==> src/rtl/mem_stage_pkg.sv <==
// rtl/mem_stage_pkg.sv - shared widths, access sizes and FSM states for the memory stage
package mem_stage_pkg;

    localparam int XLEN    = 64;
    localparam int RADDR_W = 5;

    typedef enum logic [1:0] {
        MEM_SIZE_B = 2'd0,
        MEM_SIZE_H = 2'd1,
        MEM_SIZE_W = 2'd2,
        MEM_SIZE_D = 2'd3
    } mem_size_e;

    typedef enum logic [1:0] {
        MEM_IDLE = 2'd0,
        MEM_REQ  = 2'd1,
        MEM_WAIT = 2'd2
    } mem_state_e;

endpackage

==> src/rtl/mem_stage_if.sv <==
// rtl/mem_stage_if.sv - execute, data-bus and write-back signals of the memory stage
interface mem_stage_if;
    import mem_stage_pkg::*;

    logic               ex_valid;
    logic               ex_ready;
    logic [XLEN-1:0]    ex_rd_data;
    logic [XLEN-1:0]    ex_store_data;
    logic               ex_mem_rd;
    logic               ex_mem_wr;
    logic [1:0]         ex_mem_size;
    logic               ex_mem_unsigned;
    logic [RADDR_W-1:0] ex_rd_addr;
    logic               ex_rd_wen;

    logic               mem_req_valid;
    logic               mem_req_ready;
    logic [XLEN-1:0]    mem_req_addr;
    logic               mem_req_we;
    logic [XLEN-1:0]    mem_req_wdata;
    logic [7:0]         mem_req_wmask;
    logic               mem_rsp_valid;
    logic [XLEN-1:0]    mem_rsp_rdata;

    logic               wb_valid;
    logic [RADDR_W-1:0] wb_rd_addr;
    logic               wb_rd_wen;
    logic [XLEN-1:0]    wb_rd_data;
    logic               wb_misalign;

    modport master (
        input  ex_valid, ex_rd_data, ex_store_data, ex_mem_rd, ex_mem_wr,
               ex_mem_size, ex_mem_unsigned, ex_rd_addr, ex_rd_wen,
               mem_req_ready, mem_rsp_valid, mem_rsp_rdata,
        output ex_ready, mem_req_valid, mem_req_addr, mem_req_we, mem_req_wdata,
               mem_req_wmask, wb_valid, wb_rd_addr, wb_rd_wen, wb_rd_data, wb_misalign
    );

    modport slave (
        output ex_valid, ex_rd_data, ex_store_data, ex_mem_rd, ex_mem_wr,
               ex_mem_size, ex_mem_unsigned, ex_rd_addr, ex_rd_wen,
               mem_req_ready, mem_rsp_valid, mem_rsp_rdata,
        input  ex_ready, mem_req_valid, mem_req_addr, mem_req_we, mem_req_wdata,
               mem_req_wmask, wb_valid, wb_rd_addr, wb_rd_wen, wb_rd_data, wb_misalign
    );

endinterface

==> src/rtl/mem_stage_align.sv <==
// rtl/mem_stage_align.sv - byte-lane placement for stores, lane extract/extend for loads, alignment check
module mem_stage_align
    import mem_stage_pkg::*;
(
    input  logic [2:0]      req_off_i,
    input  mem_size_e       req_size_i,
    input  logic [XLEN-1:0] req_store_data_i,
    output logic [XLEN-1:0] req_wdata_o,
    output logic [7:0]      req_wmask_o,
    output logic            req_misalign_o,
    input  logic [2:0]      ld_off_i,
    input  mem_size_e       ld_size_i,
    input  logic            ld_unsigned_i,
    input  logic [XLEN-1:0] ld_rdata_i,
    output logic [XLEN-1:0] ld_data_o
);

    logic [XLEN-1:0] lane;

    always_comb begin
        req_wdata_o    = req_store_data_i << {req_off_i, 3'b000};
        req_wmask_o    = 8'h00;
        req_misalign_o = 1'b0;
        case (req_size_i)
            MEM_SIZE_B: req_wmask_o = 8'h01 << req_off_i;
            MEM_SIZE_H: begin
                req_wmask_o    = 8'h03 << req_off_i;
                req_misalign_o = req_off_i[0];
            end
            MEM_SIZE_W: begin
                req_wmask_o    = 8'h0F << req_off_i;
                req_misalign_o = |req_off_i[1:0];
            end
            default: begin
                req_wmask_o    = 8'hFF;
                req_misalign_o = |req_off_i;
            end
        endcase
    end

    always_comb begin
        lane = ld_rdata_i >> {ld_off_i, 3'b000};
        case (ld_size_i)
            MEM_SIZE_B: ld_data_o = {{(XLEN-8){~ld_unsigned_i & lane[7]}}, lane[7:0]};
            MEM_SIZE_H: ld_data_o = {{(XLEN-16){~ld_unsigned_i & lane[15]}}, lane[15:0]};
            MEM_SIZE_W: ld_data_o = {{(XLEN-32){~ld_unsigned_i & lane[31]}}, lane[31:0]};
            default:    ld_data_o = lane;
        endcase
    end

endmodule

==> src/rtl/mem_stage.sv <==
// rtl/mem_stage.sv - memory-access stage: bus request/response FSM and registered write-back packet
module mem_stage
    import mem_stage_pkg::*;
(
    input  logic         clk,
    input  logic         rst,
    mem_stage_if.master  bus
);

    mem_state_e         state_q;
    logic               req_valid_q;
    logic [XLEN-1:0]    req_addr_q;
    logic               req_we_q;
    logic [XLEN-1:0]    req_wdata_q;
    logic [7:0]         req_wmask_q;
    logic [2:0]         ld_off_q;
    mem_size_e          ld_size_q;
    logic               ld_unsigned_q;
    logic               rd_wen_q;
    logic               wb_valid_q;
    logic [RADDR_W-1:0] wb_rd_addr_q;
    logic               wb_rd_wen_q;
    logic [XLEN-1:0]    wb_rd_data_q;
    logic               wb_misalign_q;

    logic [XLEN-1:0]    st_wdata;
    logic [7:0]         st_wmask;
    logic               misalign;
    logic [XLEN-1:0]    ld_data;
    logic               is_mem;
    logic               illegal;

    assign is_mem  = bus.ex_mem_rd ^ bus.ex_mem_wr;
    assign illegal = bus.ex_mem_rd & bus.ex_mem_wr;

    mem_stage_align u_align (
        .req_off_i        (bus.ex_rd_data[2:0]),
        .req_size_i       (mem_size_e'(bus.ex_mem_size)),
        .req_store_data_i (bus.ex_store_data),
        .req_wdata_o      (st_wdata),
        .req_wmask_o      (st_wmask),
        .req_misalign_o   (misalign),
        .ld_off_i         (ld_off_q),
        .ld_size_i        (ld_size_q),
        .ld_unsigned_i    (ld_unsigned_q),
        .ld_rdata_i       (bus.mem_rsp_rdata),
        .ld_data_o        (ld_data)
    );

    // wb_rd_addr/wb_rd_data are loaded at acceptance; only wb_valid qualifies them
    always_ff @(posedge clk) begin
        if (!rst) begin
            state_q       <= MEM_IDLE;
            req_valid_q   <= 1'b0;
            req_addr_q    <= '0;
            req_we_q      <= 1'b0;
            req_wdata_q   <= '0;
            req_wmask_q   <= 8'h00;
            ld_off_q      <= 3'd0;
            ld_size_q     <= MEM_SIZE_B;
            ld_unsigned_q <= 1'b0;
            rd_wen_q      <= 1'b0;
            wb_valid_q    <= 1'b0;
            wb_rd_addr_q  <= '0;
            wb_rd_wen_q   <= 1'b0;
            wb_rd_data_q  <= '0;
            wb_misalign_q <= 1'b0;
        end else begin
            wb_valid_q <= 1'b0;
            case (state_q)
                MEM_IDLE: begin
                    if (bus.ex_valid) begin
                        wb_rd_addr_q  <= bus.ex_rd_addr;
                        wb_rd_data_q  <= bus.ex_rd_data;
                        wb_misalign_q <= 1'b0;
                        if (!is_mem) begin
                            wb_valid_q  <= 1'b1;
                            wb_rd_wen_q <= bus.ex_rd_wen & ~illegal;
                        end else if (misalign) begin
                            wb_valid_q    <= 1'b1;
                            wb_rd_wen_q   <= 1'b0;
                            wb_misalign_q <= 1'b1;
                        end else begin
                            req_valid_q   <= 1'b1;
                            req_addr_q    <= {bus.ex_rd_data[XLEN-1:3], 3'b000};
                            req_we_q      <= bus.ex_mem_wr;
                            req_wdata_q   <= st_wdata;
                            req_wmask_q   <= st_wmask;
                            ld_off_q      <= bus.ex_rd_data[2:0];
                            ld_size_q     <= mem_size_e'(bus.ex_mem_size);
                            ld_unsigned_q <= bus.ex_mem_unsigned;
                            rd_wen_q      <= bus.ex_rd_wen;
                            state_q       <= MEM_REQ;
                        end
                    end
                end
                MEM_REQ: begin
                    if (bus.mem_req_ready) begin
                        req_valid_q <= 1'b0;
                        if (req_we_q) begin
                            wb_valid_q  <= 1'b1;
                            wb_rd_wen_q <= 1'b0;
                            state_q     <= MEM_IDLE;
                        end else begin
                            state_q <= MEM_WAIT;
                        end
                    end
                end
                MEM_WAIT: begin
                    if (bus.mem_rsp_valid) begin
                        wb_valid_q   <= 1'b1;
                        wb_rd_wen_q  <= rd_wen_q;
                        wb_rd_data_q <= ld_data;
                        state_q      <= MEM_IDLE;
                    end
                end
                default: state_q <= MEM_IDLE;
            endcase
        end
    end

    assign bus.ex_ready      = (state_q == MEM_IDLE);
    assign bus.mem_req_valid = req_valid_q;
    assign bus.mem_req_addr  = req_addr_q;
    assign bus.mem_req_we    = req_we_q;
    assign bus.mem_req_wdata = req_wdata_q;
    assign bus.mem_req_wmask = req_wmask_q;
    assign bus.wb_valid      = wb_valid_q;
    assign bus.wb_rd_addr    = wb_rd_addr_q;
    assign bus.wb_rd_wen     = wb_rd_wen_q;
    assign bus.wb_rd_data    = wb_rd_data_q;
    assign bus.wb_misalign   = wb_misalign_q;

endmodule

==> src/flat_wrapper.sv <==
// flat-port wrapper written by rule: the top's interface ports become plain ports
module mem_stage_flat import mem_stage_pkg::*;
  (clk, rst, bus_ex_valid, bus_ex_rd_data, bus_ex_store_data, bus_ex_mem_rd, bus_ex_mem_wr, bus_ex_mem_size, bus_ex_mem_unsigned, bus_ex_rd_addr, bus_ex_rd_wen, bus_mem_req_ready, bus_mem_rsp_valid, bus_mem_rsp_rdata, bus_ex_ready, bus_mem_req_valid, bus_mem_req_addr, bus_mem_req_we, bus_mem_req_wdata, bus_mem_req_wmask, bus_wb_valid, bus_wb_rd_addr, bus_wb_rd_wen, bus_wb_rd_data, bus_wb_misalign);
  mem_stage_if bus_i ();
  input  logic clk;
  input  logic rst;
  input wire logic [$bits(bus_i.ex_valid)-1:0] bus_ex_valid;
  input wire logic [$bits(bus_i.ex_rd_data)-1:0] bus_ex_rd_data;
  input wire logic [$bits(bus_i.ex_store_data)-1:0] bus_ex_store_data;
  input wire logic [$bits(bus_i.ex_mem_rd)-1:0] bus_ex_mem_rd;
  input wire logic [$bits(bus_i.ex_mem_wr)-1:0] bus_ex_mem_wr;
  input wire logic [$bits(bus_i.ex_mem_size)-1:0] bus_ex_mem_size;
  input wire logic [$bits(bus_i.ex_mem_unsigned)-1:0] bus_ex_mem_unsigned;
  input wire logic [$bits(bus_i.ex_rd_addr)-1:0] bus_ex_rd_addr;
  input wire logic [$bits(bus_i.ex_rd_wen)-1:0] bus_ex_rd_wen;
  input wire logic [$bits(bus_i.mem_req_ready)-1:0] bus_mem_req_ready;
  input wire logic [$bits(bus_i.mem_rsp_valid)-1:0] bus_mem_rsp_valid;
  input wire logic [$bits(bus_i.mem_rsp_rdata)-1:0] bus_mem_rsp_rdata;
  output wire logic [$bits(bus_i.ex_ready)-1:0] bus_ex_ready;
  output wire logic [$bits(bus_i.mem_req_valid)-1:0] bus_mem_req_valid;
  output wire logic [$bits(bus_i.mem_req_addr)-1:0] bus_mem_req_addr;
  output wire logic [$bits(bus_i.mem_req_we)-1:0] bus_mem_req_we;
  output wire logic [$bits(bus_i.mem_req_wdata)-1:0] bus_mem_req_wdata;
  output wire logic [$bits(bus_i.mem_req_wmask)-1:0] bus_mem_req_wmask;
  output wire logic [$bits(bus_i.wb_valid)-1:0] bus_wb_valid;
  output wire logic [$bits(bus_i.wb_rd_addr)-1:0] bus_wb_rd_addr;
  output wire logic [$bits(bus_i.wb_rd_wen)-1:0] bus_wb_rd_wen;
  output wire logic [$bits(bus_i.wb_rd_data)-1:0] bus_wb_rd_data;
  output wire logic [$bits(bus_i.wb_misalign)-1:0] bus_wb_misalign;
  assign bus_i.ex_valid = bus_ex_valid;
  assign bus_i.ex_rd_data = bus_ex_rd_data;
  assign bus_i.ex_store_data = bus_ex_store_data;
  assign bus_i.ex_mem_rd = bus_ex_mem_rd;
  assign bus_i.ex_mem_wr = bus_ex_mem_wr;
  assign bus_i.ex_mem_size = bus_ex_mem_size;
  assign bus_i.ex_mem_unsigned = bus_ex_mem_unsigned;
  assign bus_i.ex_rd_addr = bus_ex_rd_addr;
  assign bus_i.ex_rd_wen = bus_ex_rd_wen;
  assign bus_i.mem_req_ready = bus_mem_req_ready;
  assign bus_i.mem_rsp_valid = bus_mem_rsp_valid;
  assign bus_i.mem_rsp_rdata = bus_mem_rsp_rdata;
  assign bus_ex_ready = bus_i.ex_ready;
  assign bus_mem_req_valid = bus_i.mem_req_valid;
  assign bus_mem_req_addr = bus_i.mem_req_addr;
  assign bus_mem_req_we = bus_i.mem_req_we;
  assign bus_mem_req_wdata = bus_i.mem_req_wdata;
  assign bus_mem_req_wmask = bus_i.mem_req_wmask;
  assign bus_wb_valid = bus_i.wb_valid;
  assign bus_wb_rd_addr = bus_i.wb_rd_addr;
  assign bus_wb_rd_wen = bus_i.wb_rd_wen;
  assign bus_wb_rd_data = bus_i.wb_rd_data;
  assign bus_wb_misalign = bus_i.wb_misalign;
  mem_stage u_core (.clk(clk), .rst(rst), .bus(bus_i));
endmodule
==> config.mk <==
export PLATFORM = sky130hd
export DESIGN_NAME = mem_stage_flat
export DESIGN_NICKNAME = d
export VERILOG_FILES = /design/src/rtl/mem_stage_pkg.sv /design/src/rtl/mem_stage_if.sv /design/src/rtl/mem_stage_align.sv /design/src/rtl/mem_stage.sv /design/src/flat_wrapper.sv
export SDC_FILE = /design/constraint.sdc
export NUM_CORES = 1
export LEC_CHECK = 0
export CAP_MARGIN = 20
export CORE_MARGIN = 2
export CORE_UTILIZATION = 41
export DETAILED_ROUTE_END_ITERATION = 12
export PLACE_DENSITY = 0.77
export SYNTH_ARGS = -nofsm -noshare
export SYNTH_HDL_FRONTEND = slang
export SYNTH_SLANG_ARGS = --single-unit
==> constraint.sdc <==
create_clock -name clk -period 2.2 [get_ports clk]
set_input_delay 0.33 -clock clk [delete_from_list [all_inputs] [get_ports clk]]
set_output_delay 0.33 -clock clk [all_outputs]
set_load 0.02 [all_outputs]
==> run_results.csv <==
group,metric,value,unit
status,status,"finished, violations left",
status,violations,"negative setup slack",
cts,htreeDepth,1,
sta,grt_setup_unrepaired,"true",
setup_path,cp_slowest_cell,"mux4_2",
detailed_routing,drc,0,
grt,grt_max_degree,92,
final_layout,nFillCells,2358,
synth,synth-seq-cells,216,
setup_path,critPathTopFamily,"compound AO/OA/AOI/OAI gates",
placement,dp_hpwl,38.1,mm
cts,path_clk_slew,0.06,ns
final_layout,drive_gt1_frac,0.145,
cts,clock_sinks,216,
sta,setup_slack,-0.0638,ns
detailed_routing,postRouteAntennaNets,0,
synth,netlist_instances,1372,
detailed_routing,dr_total_vias,12800,
floorplan,die_area,30000,sq um
final_layout,utilization,0.637,
synth,yosysWarnings,0,
cts,cts_tree,"done",
synth,synth_cell_types,50,
placement,place.gp.congestion,0.935,
synth,ys_seq_area_frac,0.369,
sta,clock_skew,0.0186,ns
synth,ys.flop_type,"dfxtp_1",
sta,hold_violations,0,
synth,synthSimpleGateAreaFrac,0.148,
setup_path,cp_num_buf_inv,2,
sta,relSlewSlack,0.538,
synth,synth_compound_area_frac,0.257,
setup_path,critical_path_class,"reg -> reg",
grt,grt_first_pass_wirelength,74.4,mm
grt,grtUsageMet2,0.577,
floorplan,coreArea,28000,sq um
grt,antenna_found_initial,2,
final_layout,final_cell_mix,"clkdlybuf4s50_1 (411), nand2_1 (258), dfxtp_1 (214)",
setup_path,cp_common_cell,"buf_4",
sta,tightest_slew,0.691,ns
grt,grt-busiest-layer,"met2",
synth,syn_area_per_cell,8.55,sq um
cts,cts_max_path_buffers,3,
detailed_routing,routed_wl,49.9,mm
grt,grt.met1_usage,0.343,
floorplan,die_h,173,microns
final_layout,fin_nets,2015,
synth,async_flop_share,0,
grt,grtUsageMet3,0.0803,
synth,synth_fa_ha_area_frac,0.00960,
setup_path,endpoint_kind,"flip-flop",
synth,synth_xor_area_frac,0,
setup_path,crit_fanout,8,
placement,io_buffers,415,
sta,setup_viol_count_final,16,
detailed_routing,drtIter0Drc,1087,
sta,clock.fmax,442,MHz
synth,synth_area,11700,sq um
floorplan,rows,61,
cts,holdBufCountCts,0,
setup_path,cp.arrival,2.70,ns
sta,finalMaxSlewViolations,0,
synth,synth_top_family_by_area,"compound AO/OA/AOI/OAI gates",
sta,fin_crit_sh,1.03,
grt,track_usage,0.319,
setup_path,worstPathRequired,2.63,ns
setup_path,slowest_delay,0.47,ns
run,cap_violations,0,
pwr,finalPower,11.9,mW
final_layout,syn2layout_area_growth,52.2,%
detailed_routing,firstDrtPassIters,5,
pwr,ir_worst_vdd,0.480,mV
min_path,hold_path.class,"in -> reg",
pwr,power.density,665,nW/um^2
setup_path,critPathLaunchType,"flip-flop",
cts,clk_latency,0.52,ns
setup_path,crit_chain,"mux2i_1 -> buf_4 -> mux4_2 -> o31a_1 -> o311a_4 -> buf_4 -> a21oi_1",
floorplan,die_x,173,microns
pwr,p_leak,6.66,nW
grt,grt_overflow_total,0,
cts,root_buffer,"clkbuf_16",
sta,period_needed,2.26,ns
final_layout,layout_commonest_cell,"clkdlybuf4s50_1",
floorplan,ios,419,
grt,grt_pass1_vias,12600,
floorplan,start_util,0.419,
synth,synthMuxAreaShare,0.167,
detailed_routing,via_per_inst,5.83,
detailed_routing,wire_per_inst,22.8,microns
cts,numCtsBuffers,24,
sta,fin_tns_setup,-0.393,ns
synth,synth-edff-count,0,
## layer usage
metal  vias up  part of all wire
met4         4             0.062
met2       699              0.50
met1      6064              0.35
met5         -           0.00044
met3       162             0.087
li1       5846                 -
## through the flow
step	hold WS [ns]	cell area, sq um	cells	setup WS [ns]
floorplan	0.436	11800	1374	-0.0162
global placement	0.433	16900	2147	-0.474
detailed placement	0.440	16900	2147	-0.544
CTS	0.335	17800	2188	-0.0397
global route	0.361	17800	2189	-0.106
finish	0.340	17800	2190	-0.0638
## final cells by class
type                    instances  area [sq um]  area share
flip-flops and latches        216          4330       0.243
clock inverters                 6          83.8     0.00470
inverters                      10          42.5     0.00238
well taps                     378           473      0.0265
multi-input cells            1017          6960       0.390
diodes                          1          2.50    0.000140
repair buffers                529          5260       0.295
clock buffers                  33           697      0.0391
## path summary, 6_finish.rpt
check,to,slack (ns),start,cells after the start
setup / recovery,u_core.bus.wb_rd_data[58],-0.06,u_core.ld_off_q[1],7
hold / removal,u_core.ld_off_q[1],0.34,bus_ex_rd_data[1],4
setup reg to reg,u_core.bus.wb_rd_data[58],-0.06,u_core.ld_off_q[1],7
hold reg to reg,u_core.bus.mem_req_addr[54],0.45,u_core.bus.mem_req_addr[54],2
## cells by family (layout without fill, tap and decap cells)
kind of cell	count (synthesis)	in the layout
multiplexers	134	134
adder cells (fa/ha/maj)	9	9
buffers and inverters	143	578
flip-flops	216	216
AND/OR/NAND/NOR	415	415
other	1	4
AO/OA/AOI/OAI	454	456
## worst register-to-register path: cells and delay by family, from the launching register on
kind | cells | cell delay [ns]
flip-flops | 1 | 0.43
multiplexers | 2 | 0.61
AO/OA/AOI/OAI | 3 | 0.79
buffers and inverters | 2 | 0.34
## synthesized netlist by cell type, drive strengths merged (2+ instances only)
master,count,share of area
nand2b,12,0.0064
a22oi,16,0.010
and2,2,0.0011
a21oi,168,0.072
clkbuf,98,0.031
inv,9,0.0029
a21o,31,0.020
nor3,24,0.010
a21boi,9,0.0058
a211o,16,0.012
buf,35,0.015
o221ai,17,0.013
mux4,47,0.090
a31oi,24,0.013
a221oi,26,0.027
dfxtp,216,0.37
o311a,2,0.0027
o211ai,16,0.010
o211a,18,0.015
nor2,69,0.022
o22ai,2,0.0011
nand2,259,0.083
o21ai,74,0.032
a211oi,6,0.0038
ha,9,0.0096
a32oi,8,0.0060
nor2b,12,0.0064
o21a,16,0.010
mux2,25,0.024
mux2i,62,0.053
nand3,16,0.0068
or3,16,0.0085
## power breakdown
group          total [mW]  switching [mW]  internal, mW
logic                3.38            1.76          1.62
clock network        4.08            1.65          2.43
registers            4.40           0.195          4.20
## state kept, by name (all words and copies together) (netlist names), 2 cells and up
| register | flops |
|---|---|
| u_core.bus.mem_req_addr | 61 |
| u_core.bus.mem_req_wdata | 64 |
| u_core.bus.mem_req_wmask | 8 |
| u_core.bus.wb_rd_addr | 5 |
| u_core.bus.wb_rd_data | 64 |
| u_core.ld_off_q | 3 |
| u_core.ld_size_q | 2 |
| u_core.state_q | 2 |
## repair_timing
item,CTS,global route
buffers inserted,0,1
resized for setup,13,12
gates cloned,2,0
endpoints found under the setup margin,63,61
pin swaps,2,12
(Power assumes the default switching activity.)
